### config.mk
export PLATFORM = sky130hd
export DESIGN_NAME = tri_bus_arbiter
export DESIGN_NICKNAME = d
export VERILOG_FILES = /design/src/rtl/tri_bus_pkg.sv /design/src/rtl/tri_bus_arbiter_rr_priority_pick.sv /design/src/rtl/tri_bus_arbiter.sv
export SDC_FILE = /design/constraint.sdc
export NUM_CORES = 1
export LEC_CHECK = 0
export CAP_MARGIN = 20
export CORE_MARGIN = 1
export CORE_UTILIZATION = 55
export CTS_CLUSTER_SIZE = 8
export DETAILED_ROUTE_END_ITERATION = 8
export PLACE_DENSITY = 0.87
export SLEW_MARGIN = 20
export SYNTH_ARGS = -nofsm -noshare
export SYNTH_HDL_FRONTEND = slang
export SYNTH_SLANG_ARGS = --single-unit
### constraint.sdc
create_clock -name clk_in -period 6.1 [get_ports clk_in]
set_input_delay 1.22 -clock clk_in [delete_from_list [all_inputs] [get_ports clk_in]]
set_output_delay 1.22 -clock clk_in [all_outputs]
set_load 0.005 [all_outputs]
### src/rtl/tri_bus_pkg.sv
// Shared constants for the tri-state bus arbiter: FSM state encodings,
// default parameter values and a constant width helper.
package tri_bus_pkg;

  // FSM state encodings (2-bit, kept as plain constants for legacy tools)
  localparam logic [1:0] ST_IDLE  = 2'd0;
  localparam logic [1:0] ST_SETUP = 2'd1;
  localparam logic [1:0] ST_OWN   = 2'd2;
  localparam logic [1:0] ST_TURN  = 2'd3;

  // Default build parameters
  localparam int DEF_N_REQ    = 4;
  localparam int DEF_TURN_CYC = 1;
  localparam int DEF_MAX_HOLD = 16;

  // Bits needed to index 'value' items; evaluated at elaboration time only.
  function automatic int clog2(input int value);
    int result;
    result = 0;
    for (int i = 0; i < 31; i++) begin
      if ((32'd1 << i) < value) begin
        result = i + 1;
      end else begin
        result = result;
      end
    end
    return result;
  endfunction

endpackage

### src/rtl/tri_bus_arbiter_rr_priority_pick.sv
// Combinational round-robin picker: scans the request vector starting at the
// rotating pointer and returns the first asserted requester as both a one-hot
// vector and an index, plus a flag telling whether anybody asked at all.
module rr_priority_pick
  import tri_bus_pkg::*;
#(
  parameter int N_REQ = DEF_N_REQ,
  parameter int IW    = clog2(DEF_N_REQ)
) (
  input  logic [N_REQ-1:0] i_req,
  input  logic [IW-1:0]    i_ptr,
  output logic [N_REQ-1:0] o_onehot,
  output logic [IW-1:0]    o_idx,
  output logic             o_any
);

  // One extra bit so ptr + offset cannot overflow before the wrap.
  localparam int CW = IW + 1;

  logic [CW-1:0] w_sum;
  logic [CW-1:0] w_cand;
  logic          w_hit;
  logic          w_found;

  // Walk the N_REQ candidates in rotated order; the first asserted one wins.
  always_comb begin
    o_onehot = '0;
    o_idx    = '0;
    w_found  = 1'b0;
    w_sum    = '0;
    w_cand   = '0;
    w_hit    = 1'b0;
    for (int k = 0; k < N_REQ; k++) begin
      w_sum    = {1'b0, i_ptr} + CW'(k);
      w_cand   = (w_sum >= CW'(N_REQ)) ? (w_sum - CW'(N_REQ)) : w_sum;
      w_hit    = i_req[w_cand[IW-1:0]] & ~w_found;
      o_onehot[w_cand[IW-1:0]] = o_onehot[w_cand[IW-1:0]] | w_hit;
      o_idx    = w_hit ? w_cand[IW-1:0] : o_idx;
      w_found  = w_found | w_hit;
    end
    o_any = w_found;
  end

endmodule

### src/rtl/tri_bus_arbiter.sv
// Round-robin arbiter/sequencer for a shared tri-state data bus.
// Each ownership is framed as SETUP (grant only, drivers off) -> OWN (grant
// plus driver enable) -> TURN (everything off for TURN_CYC cycles) so that
// two drivers can never overlap and each driver gets enable recovery time.
// Every output comes straight from a flop; req_in only reaches the outputs
// through the next-state logic.
module tri_bus_arbiter
  import tri_bus_pkg::*;
#(
  parameter int N_REQ    = DEF_N_REQ,
  parameter int TURN_CYC = DEF_TURN_CYC,
  parameter int MAX_HOLD = DEF_MAX_HOLD
) (
  input  logic                     clk_in,
  input  logic                     rst_in,
  input  logic [N_REQ-1:0]         req_in,
  output logic [N_REQ-1:0]         grant_out,
  output logic [N_REQ-1:0]         drv_en_out,
  output logic [clog2(N_REQ)-1:0]  owner_out,
  output logic                     busy_out,
  output logic                     preempt_out
);

  localparam int OW = clog2(N_REQ);

  localparam logic [7:0]    HOLD_LAST = 8'(MAX_HOLD - 1);
  localparam logic [2:0]    TURN_LAST = 3'(TURN_CYC - 1);
  localparam logic [OW-1:0] IDX_LAST  = OW'(N_REQ - 1);

  // State and output registers
  logic [1:0]       r_state;
  logic [OW-1:0]    r_owner;
  logic [OW-1:0]    r_ptr;
  logic [7:0]       r_hold;
  logic [2:0]       r_turn;
  logic [N_REQ-1:0] r_grant;
  logic [N_REQ-1:0] r_drv;
  logic             r_busy;
  logic             r_preempt;

  // Next-state values
  logic [1:0]       w_state_nxt;
  logic [OW-1:0]    w_owner_nxt;
  logic [OW-1:0]    w_ptr_nxt;
  logic [7:0]       w_hold_nxt;
  logic [2:0]       w_turn_nxt;
  logic [N_REQ-1:0] w_grant_nxt;
  logic [N_REQ-1:0] w_drv_nxt;
  logic             w_busy_nxt;
  logic             w_preempt_nxt;

  // Arbitration and owner decode
  logic [N_REQ-1:0] w_pick_hot;
  logic [OW-1:0]    w_pick_idx;
  logic             w_pick_any;
  logic [N_REQ-1:0] w_owner_hot;
  logic             w_req_own;
  logic             w_req_other;
  logic [OW-1:0]    w_pick_after;

  rr_priority_pick #(
    .N_REQ (N_REQ),
    .IW    (OW)
  ) u_pick (
    .i_req    (req_in),
    .i_ptr    (r_ptr),
    .o_onehot (w_pick_hot),
    .o_idx    (w_pick_idx),
    .o_any    (w_pick_any)
  );

  // Decode the registered owner and split requests into owner / everyone else.
  always_comb begin
    w_owner_hot          = '0;
    w_owner_hot[r_owner] = 1'b1;
    w_req_own            = |(req_in & w_owner_hot);
    w_req_other          = |(req_in & ~w_owner_hot);
    w_pick_after         = (w_pick_idx == IDX_LAST) ? '0 : (w_pick_idx + OW'(1));
  end

  // Sequencer: picks the next owner and computes every registered output.
  always_comb begin
    w_state_nxt   = r_state;
    w_owner_nxt   = r_owner;
    w_ptr_nxt     = r_ptr;
    w_hold_nxt    = r_hold;
    w_turn_nxt    = r_turn;
    w_grant_nxt   = '0;
    w_drv_nxt     = '0;
    w_busy_nxt    = 1'b0;
    w_preempt_nxt = 1'b0;

    case (r_state)
      ST_IDLE: begin
        if (w_pick_any) begin
          // The winner's successor becomes highest priority next time round.
          w_state_nxt = ST_SETUP;
          w_owner_nxt = w_pick_idx;
          w_ptr_nxt   = w_pick_after;
          w_grant_nxt = w_pick_hot;
          w_busy_nxt  = 1'b1;
        end else begin
          w_state_nxt = ST_IDLE;
        end
      end

      ST_SETUP: begin
        if (w_req_own) begin
          w_state_nxt = ST_OWN;
          w_hold_nxt  = 8'd0;
          w_grant_nxt = w_owner_hot;
          w_drv_nxt   = w_owner_hot;
          w_busy_nxt  = 1'b1;
        end else begin
          // Request vanished before the driver was enabled: nothing to turn around.
          w_state_nxt = ST_IDLE;
        end
      end

      ST_OWN: begin
        if (!w_req_own) begin
          w_state_nxt = ST_TURN;
          w_turn_nxt  = 3'd0;
          w_busy_nxt  = 1'b1;
        end else if (r_hold == HOLD_LAST) begin
          if (w_req_other) begin
            w_state_nxt   = ST_TURN;
            w_turn_nxt    = 3'd0;
            w_busy_nxt    = 1'b1;
            w_preempt_nxt = 1'b1;
          end else begin
            // Nobody else is waiting: keep the bus and start a fresh hold window.
            w_hold_nxt  = 8'd0;
            w_grant_nxt = w_owner_hot;
            w_drv_nxt   = w_owner_hot;
            w_busy_nxt  = 1'b1;
          end
        end else begin
          w_hold_nxt  = r_hold + 8'd1;
          w_grant_nxt = w_owner_hot;
          w_drv_nxt   = w_owner_hot;
          w_busy_nxt  = 1'b1;
        end
      end

      ST_TURN: begin
        if (r_turn == TURN_LAST) begin
          w_state_nxt = ST_IDLE;
        end else begin
          w_turn_nxt  = r_turn + 3'd1;
          w_busy_nxt  = 1'b1;
        end
      end

      default: begin
        w_state_nxt = ST_IDLE;
      end
    endcase
  end

  // State, counters and output flops; reset drops every enable on the same edge.
  always_ff @(posedge clk_in) begin
    if (rst_in) begin
      r_state   <= ST_IDLE;
      r_owner   <= '0;
      r_ptr     <= '0;
      r_hold    <= 8'd0;
      r_turn    <= 3'd0;
      r_grant   <= '0;
      r_drv     <= '0;
      r_busy    <= 1'b0;
      r_preempt <= 1'b0;
    end else begin
      r_state   <= w_state_nxt;
      r_owner   <= w_owner_nxt;
      r_ptr     <= w_ptr_nxt;
      r_hold    <= w_hold_nxt;
      r_turn    <= w_turn_nxt;
      r_grant   <= w_grant_nxt;
      r_drv     <= w_drv_nxt;
      r_busy    <= w_busy_nxt;
      r_preempt <= w_preempt_nxt;
    end
  end

  assign grant_out   = r_grant;
  assign drv_en_out  = r_drv;
  assign owner_out   = r_owner;
  assign busy_out    = r_busy;
  assign preempt_out = r_preempt;

endmodule

==> flow_summary.toml, run 1 <==
[outcome]
status = "completed"

[timing]
final-setup-viol-count = 0
hold_violations = 0
post-route-period-util = 0.6687
relSlewSlack = 0.5230
final-max-slew-violation-count = 0
fin_crit_ns = 4.079
fmax_mhz = 245.2
tightest_slew_ns = 0.7155
rsz0062_at_grt = "false"
finalClockSkew_ns = 0.008189
finalSetupTns_ns = 0

[clocking]
cts-root-to-sink-buffers = 2
cts_setup_buffers = 0
numClockSinks = 27
clk_latency_ns = 0.27
ctsHoldBuffers = 0
cts-buffers-inserted = 3
ctsRootBufferMaster = "clkbuf_8"
clk_pin_slew_worst_paths_ns = 0.09
tritoncts = "built"
post_cts_resized = 0
htree_levels = 1

[power_and_ir_drop]
p_seq_frac = 0.286
total_power_uw = 871.9
p_sw_uw = 364.0
combPwrFrac = 0.601
clkPwrFrac = 0.113
static-leakage-power_uw = 0.0008418
peakVddDrop_mv = 0.2353
powerDensity_mw_per_mm2 = 401.4
swShare = 0.4175
p_int_uw = 507.9

[yosys]
yosys.cell_count.top_type = "dfxtp_1"
ys_seq_area_frac = 0.2559
async_flop_share = 0
synthTopCellsByArea = "dfxtp_1 (26%), ha_1 (7.1%), bufbuf_16 (6.2%)"
synth_nets = 240
synth_ff_type = "dfxtp_1"
synth_edf_count = 0
synthCells = 222
syn_avg_cell_area_sq_um = 9.514
synth_common_cells = "dfxtp_1 (27), nor2_1 (24), nand2_1 (16)"
ys_warn_count = 0
synth_area_leader_cell = "dfxtp_1"
ys_ff_latch = 27
synth_cell_types = 56
synth_top_area_frac = 0.2559
mappedNetlistArea_sq_mm = 0.002112

[cells_and_area]
area_growth_pct = 2.843
fillers = 315
drive_above_1_share = 0.1228
fin_nets = 247
stdcell_count = 276
n_antenna_cell = 0
register_area_sq_um = 540.5
multiInputGateArea_sq_mm = 0.001304
final_util = 0.5933

[min_path]
whs_endpoint = "r_turn[0]$_SDFFE_PP0P_"
min_from = "r_turn[0]$_SDFFE_PP0P_"
hold_class = "flop to flop"
whs_path_depth = 2

[setup_path]
crit_fanout = 18
r2r_setup_slack_ns = 2.02
cp_data_arrival_time_ns = 4.24
worstSetupStartpointType = "flop"
required_ns = 6.26
critPathCaptureType = "flop"
rr_endpoint = "grant_out[3]$_SDFF_PP0_"
r2r_cells = 9
path_class = "flop to flop"

[global_routing]
use_met2 = 0.3364
grt_antenna_before_repair = 0
use_met1 = 0.2824
top_usage_layer = "met2"
grt_pass1_vias = 1476
grt_pass1_wl_um = 6803
track_usage = 0.2099
grt_max_degree = 19
overflow = 0
met3_usage = 0.04286

[floorplanning]
fp.dieH_um = 63.97
num_io_pins = 18
start_util = 0.5769
dieArea_sq_mm = 0.004092
dieWidth_um = 63.97
coreArea_sq_mm = 0.003661
rows = 22

[routing]
routed_via_density = 6.127
drcViolationCount = 0
wl_per_cell_um = 14.48
wirelength_um = 3997
drtIter0Drc = 87
first_pass_iters = 4
via_count = 1691
drtAntennaViolNets = 0

[placement]
post-dp-hpwl_um = 2943
io_buffer_count = 17
place_congestion = 0.8448
dpl.cell_count = 272

[flow_run]
cap_violations = 0
## layout make-up
cell class / instances / share of cell area
Sequential cell: 27 / 0.2488
Tap cell: 48 / 0.02765
Timing Repair Buffer: 17 / 0.07834
Inverter: 14 / 0.02419
Multi-Input combinational cell: 166 / 0.6002
Clock buffer: 4 / 0.02074
## critical path: stages (launching register included)
cell and delay, ns:
dfxtp_1 0.77, inv_1 0.35, ha_1 0.66, mux4_1 0.63, mux2_4 0.31, a221oi_1 0.39
mux2_2 0.24, o211a_1 0.20, a311oi_4 0.06, a221o_1 0.37
## cells in the final DEF, fill, tap and decap left out, drive strengths merged, types with 7 or more instances in the layout
| cell type | instances |
|---|---|
| a21oi | 10 |
| clkdlybuf4s50 | 17 |
| dfxtp | 27 |
| ha | 12 |
| inv | 14 |
| mux2 | 7 |
| nand2 | 17 |
| nor2 | 24 |
| nor2b | 7 |
| o21ai | 7 |
## state kept, by name (all words and copies together), names as in the netlist, named ones only
register     count
grant_out        4
owner_out        2
busy_out         1
r_hold           8
r_state          1
preempt_out      1
r_turn           3
drv_en_out       4
r_ptr            1
## worst max path at each step
stage	startpoint	to	cells after the start
floorplan	req_in[3]	grant_out[2]$_SDFF_PP0_	8
global placement	req_in[1]	grant_out[2]$_SDFF_PP0_	8
detailed placement	req_in[2]	grant_out[3]$_SDFF_PP0_	8
CTS	flop	grant_out[3]$_SDFF_PP0_	9
global route	flop	grant_out[2]$_SDFF_PP0_	9
finish	flop	grant_out[3]$_SDFF_PP0_	9
## layer usage
layer / wire length (um) / share of wire
met5: 0 / 0
met3: 205 / 0.051
met2: 1872 / 0.47
met4: 53 / 0.013
met1: 1865 / 0.47
## kinds of logic after synthesis
group,after synthesis,synth area share
xor gates and xnor gates,6,0.02488
DFF,27,0.2559
AOI/OAI and AO/OA,51,0.1937
and+or+nand+nor,78,0.1908
buffers and inverters,29,0.1268
adders and majority gates,12,0.07109
muxes,19,0.1368
## power groups by stage
stage | Sequential [uW] | Clock (uW) | Combinational (uW)
after global routing | 256 | 109 | 566
after floorplan | 233 | 0 | 489
after detailed placement | 253 | 0 | 514
after CTS | 249 | 100 | 516
after global placement | 252 | 0 | 499
final | 250 | 98.3 | 524
## per-stage QoR
step,setup slack (ns),hold WS [ns],area [sq um]
5_1_grt,1.816,0.5262,2172
4_1_cts,2.026,0.5038,2172
6_report,2.021,0.5025,2172
3_3_place_gp,2.032,0.4842,2127
2_1_floorplan,2.584,0.4677,2112
3_5_place_dp,1.905,0.4895,2127
Note: power is estimated with default switching activity, not from simulation.
==> run 2, diff against run 1 <==
CORE_UTILIZATION = 52   (was 55)
clock period = 3.6 ns   (was 6.1 ns; I/O delays follow)
==> run 2 against run 1 <==
Hold slack improved by 0.0080 ns. Clock-buffer cell count is 1 lower. Worst setup slack got worse by 1.6 ns. Clock skew decreased by 0.0049 ns. Sequential cell count is the same. Sequential power grew 57%. Combinational power increased by 84%. Core utilization rose by 0.89 points. Critical endpoint unchanged.
==> flow_summary.toml, run 2 (same netlist as run 1, synthesis figures left out) <==
[clocking]
cts-buffers-inserted = 3
cts_setup_buffers = 0
ctsRootBufferMaster = "clkbuf_8"
clk_latency_ns = 0.27
ctsHoldBuffers = 0
htree_levels = 1
clk_pin_slew_worst_paths_ns = 0.09
post_cts_resized = 0
cts-root-to-sink-buffers = 2
numClockSinks = 27
tritoncts = "built"

[min_path]
whs_path_depth = 2
min_from = "r_turn[0]$_SDFFE_PP0P_"
hold_class = "flop to flop"
whs_endpoint = "r_turn[0]$_SDFFE_PP0P_"

[cells_and_area]
layout_commonest_cell = "dfxtp_1"
fillers = 322
final_cell_mix = "dfxtp_1 (27), nor2_1 (24), clkdlybuf4s50_1 (17)"
finalInstanceArea_sq_mm = 0.002271
n_antenna_cell = 0
top_register = "r_hold"
drive_above_1_share = 0.1743
area_growth_pct = 7.524
fin_nets = 260
stdcell_count = 289
largest_reg_flops = 8

[setup_path]
path_class = "input pin to flop"
critPathCaptureType = "flop"
required_ns = 3.76
r2r_setup_slack_ns = 0.48
cp-startpoint = "req_in[3]"
rr_endpoint = "grant_out[3]$_SDFF_PP0_"
crit_fanout = 6
worstSetupStartpointType = "input pin"
cp_data_arrival_time_ns = 3.35
r2r_cells = 10

[timing]
fmax_mhz = 313.8
final-setup-viol-count = 0
layout_setup_ws_ns = 0.4128
rsz0062_at_grt = "false"
post-route-period-util = 0.8853
hold_violations = 0
tightest_slew_ns = 0.7495
fin_crit_ns = 3.187
finalSetupTns_ns = 0
final-max-slew-violation-count = 0
relSlewSlack = 0.5004
finalClockSkew_ns = 0.003251

[power_and_ir_drop]
total_power_uw = 1527
peakVddDrop_mv = 0.3510
static-leakage-power_uw = 0.0009082
powerDensity_mw_per_mm2 = 672.2

[floorplanning]
num_io_pins = 18
fp.dieH_um = 65.73
dieWidth_um = 65.73
dieArea_sq_mm = 0.004320
start_util = 0.5601
coreArea_sq_mm = 0.003771
rows = 22

[routing]
drcViolationCount = 0
routed_via_density = 6.055
first_pass_iters = 4
via_count = 1750
drtAntennaViolNets = 0
drtIter0Drc = 141
wl_per_cell_um = 14.73
wirelength_um = 4256

[global_routing]
track_usage = 0.2218
grt_max_degree = 17
grt_pass1_vias = 1689
overflow = 0
grt_antenna_before_repair = 0
grt_pass1_wl_um = 7458

[placement]
post-dp-hpwl_um = 3089
placed_cell_area_sq_mm = 0.002225
dpl.cell_count = 285
io_buffer_count = 17
place_ws_ns = 0.1517
place_congestion = 0.8636

[flow_run]
cap_violations = 0

[outcome]
status = "completed"
## run 2: cell types whose count changed in the layout (fill, tap and decap cells not counted), sizes merged
| cell | before | now |
|---|---|---|
| clkinv | 0 | 1 |
| buf | 0 | 13 |
| clkbuf | 4 | 3 |
## run 2: report_power, final
group          switching [uW]  leakage, uW  internal (uW)
sequential               42.5     0.000220            349
combinational             492     0.000663            474
clock                    91.0    0.0000255           77.5
total                     626     0.000908            901
## run 2: layout make-up
type / instances / area (sq um) / area share
sequential: 27 / 540.5 / 0.2380
clock inverter: 1 / 5.005 / 0.002204
timing repair buffer: 30 / 267.8 / 0.1179
tap: 48 / 60.06 / 0.02645
clock buffer: 3 / 41.29 / 0.01818
inverter: 14 / 52.55 / 0.02314
multi-input combinational: 166 / 1304 / 0.5741
## run 2: how the worst max path moves through the flow
stage,slack [ns],end,cells past startpoint
after global routing,0.31,grant_out[3]$_SDFF_PP0_,8
after detailed placement,0.15,grant_out[2]$_SDFF_PP0_,8
after floorplan,0.47,grant_out[3]$_SDFF_PP0_,11
after CTS,0.43,grant_out[2]$_SDFF_PP0_,8
final,0.41,grant_out[3]$_SDFF_PP0_,8
after global placement,0.24,grant_out[2]$_SDFF_PP0_,8
## run 2: layer usage
layer / track usage / vias to the layer above / routed length, um
li1: - / 850 / -
met5: 0 / - / 0
met1: 0.2725 / 841 / 1892
met3: 0.04688 / 6 / 270
met2: 0.3776 / 53 / 2051
met4: 0.07880 / 0 / 42
## run 2: per-stage QoR
step | util | hold slack, ns
2_1_floorplan | - | 0.4677
3_3_place_gp | 0.5899 | 0.4839
3_5_place_dp | 0.5899 | 0.4925
4_1_cts | 0.6022 | 0.5085
5_1_grt | 0.6022 | 0.5683
6_report | 0.6022 | 0.5105
## run 2: worst max-delay path, stage by stage
cell and delay (ns):
clkdlybuf4s50_1 0.47, mux4_2 0.57, mux2_4 0.36, a221oi_1 0.38, mux2_2 0.23, o211a_1 0.20, a311oi_4 0.05, a221o_1 0.37
==> run 3, diff against run 2 <==
MAX_ROUTING_LAYER = met4   (was not set)
==> run 3 against run 2 <==
Sequential cell count did not move. Combinational power is 1% lower. Final cell count decreased by 0.35%. First-iteration DRC count decreased by 16%. Fmax decreased by 2.3%. Clock power about the same. Critical endpoint is now grant_out[2]$_SDFF_PP0_. Largest power group unchanged.
==> flow_summary.toml, run 3 (same netlist as run 1, synthesis figures left out) <==
[outcome]
status = "completed"

[cells_and_area]
layout_commonest_cell = "dfxtp_1"
drive_above_1_share = 0.1708
largest_reg_flops = 8
area_growth_pct = 7.168
n_antenna_cell = 0
top_register = "r_hold"
fin_nets = 259
final_cell_mix = "dfxtp_1 (27), nor2_1 (24), clkdlybuf4s50_1 (17)"

[clocking]
cts-root-to-sink-buffers = 2
htree_levels = 1
tritoncts = "built"
post_cts_resized = 0
ctsRootBufferMaster = "clkbuf_8"
cts_setup_buffers = 0
cts-buffers-inserted = 3
clk_latency_ns = 0.27
numClockSinks = 27
ctsHoldBuffers = 0
clk_pin_slew_worst_paths_ns = 0.09

[floorplanning]
num_io_pins = 18
coreArea_sq_mm = 0.003771
start_util = 0.5601
dieWidth_um = 65.73
fp.dieH_um = 65.73
rows = 22
dieArea_sq_mm = 0.004320

[global_routing]
grt_max_degree = 17
track_usage = 0.2155
overflow = 0
grt_antenna_before_repair = 0
grt_pass1_vias = 1545
grt_pass1_wl_um = 7127

[timing]
rsz0062_at_grt = "false"
fin_crit_ns = 3.263
final-setup-viol-count = 0
whs_ns = 0.5062
final-max-slew-violation-count = 0
fmax_mhz = 306.5
post-route-period-util = 0.9064
finalSetupTns_ns = 0
tightest_slew_ns = 0.7269
finalClockSkew_ns = 0.002408
relSlewSlack = 0.5154
hold_violations = 0

[placement]
post-dp-hpwl_um = 3066
io_buffer_count = 17
place_congestion = 0.9232

[routing]
wirelength_um = 4113
routed_via_density = 5.993
drcViolationCount = 0
drtAntennaViolNets = 0
via_count = 1726
first_pass_iters = 4
drtIter0Drc = 119
wl_per_cell_um = 14.28

[setup_path]
required_ns = 3.77
r2r_setup_slack_ns = 0.34
cp_slowest_cell = "dfxtp_1"
path_buf_inv = 2
worstSetupStartpointType = "flop"
cp_cell_sequence = "inv_1 > ha_1 > buf_4 > mux4_2 > mux2_4 > a221oi_1 > mux2_2 > o211a_1 > a311oi_4 > a221o_1"
critPathCaptureType = "flop"
cp_data_arrival_time_ns = 3.43
cp_top_family = "compound AO/OA/AOI/OAI gates"
crit_fanout = 10
slowest_delay_ns = 0.53
path_class = "flop to flop"

[power_and_ir_drop]
powerDensity_mw_per_mm2 = 673.9
static-leakage-power_uw = 0.0009030
peakVddDrop_mv = 0.3300

[flow_run]
cap_violations = 0

[min_path]
hold_class = "flop to flop"
[run 3: changes by cell type in the layout (fill, tap and decap cells not counted)]
cell | before | now
buf_4 | 13 | 12
[run 3: metrics by stage]
| stage | worst slack [ns] | util | area (sq um) | total power, uW | std cells |
|---|---|---|---|---|---|
| floorplan | 0.4692 | - | 2112 | 1223 | 222 |
| global placement | 0.2083 | 0.5879 | 2217 | 1318 | 284 |
| detailed placement | 0.1265 | 0.5879 | 2217 | 1344 | 284 |
| CTS | 0.3581 | 0.6002 | 2263 | 1518 | 288 |
| global route | 0.1366 | 0.6002 | 2263 | 1637 | 288 |
| finish | 0.3370 | 0.6002 | 2263 | 1525 | 288 |
[run 3: routing by layer]
layer	routed length [um]	vias to the layer above	global-route usage
li1	-	850	-
met1	1954	836	0.2917
met2	1958	36	0.3304
met3	171	4	0.04688
met4	29	0	0.04076
met5	0	-	-
[run 3: worst register-to-register path: stages (launching register included)]
cell,delay (ns)
dfxtp_1,0.53
inv_1,0.18
ha_1,0.34
buf_4,0.19
mux4_2,0.39
mux2_4,0.33
a221oi_1,0.36
mux2_2,0.22
o211a_1,0.20
a311oi_4,0.06
a221o_1,0.37
[run 3: area by class of cell]
class,instances,area (sq um)
Multi-Input combinational cell,166,1304
Fill cell,311,1508
Sequential cell,27,540.5
Clock buffer,3,41.29
Clock inverter,1,5.005
Timing Repair Buffer,29,260.3
Inverter,14,52.55
Tap cell,48,60.06
[run 3: path summary, 6_finish.rpt]
kind                          start                      end  cells after the start
max reg2reg   r_ptr[1]$_SDFFE_PP0P_  grant_out[2]$_SDFF_PP0_                     10
min          r_turn[0]$_SDFFE_PP0P_   r_turn[0]$_SDFFE_PP0P_                      2
max           r_ptr[1]$_SDFFE_PP0P_  grant_out[2]$_SDFF_PP0_                     10
min reg2reg  r_turn[0]$_SDFFE_PP0P_   r_turn[0]$_SDFFE_PP0P_                      2
[run 3: power breakdown]
group	leakage, uW	switching (uW)	total (uW)	internal [uW]
clock network	0.0000255	92.8	170	77.5
registers	0.000220	51.8	401	349
logic	0.000658	485	954	469
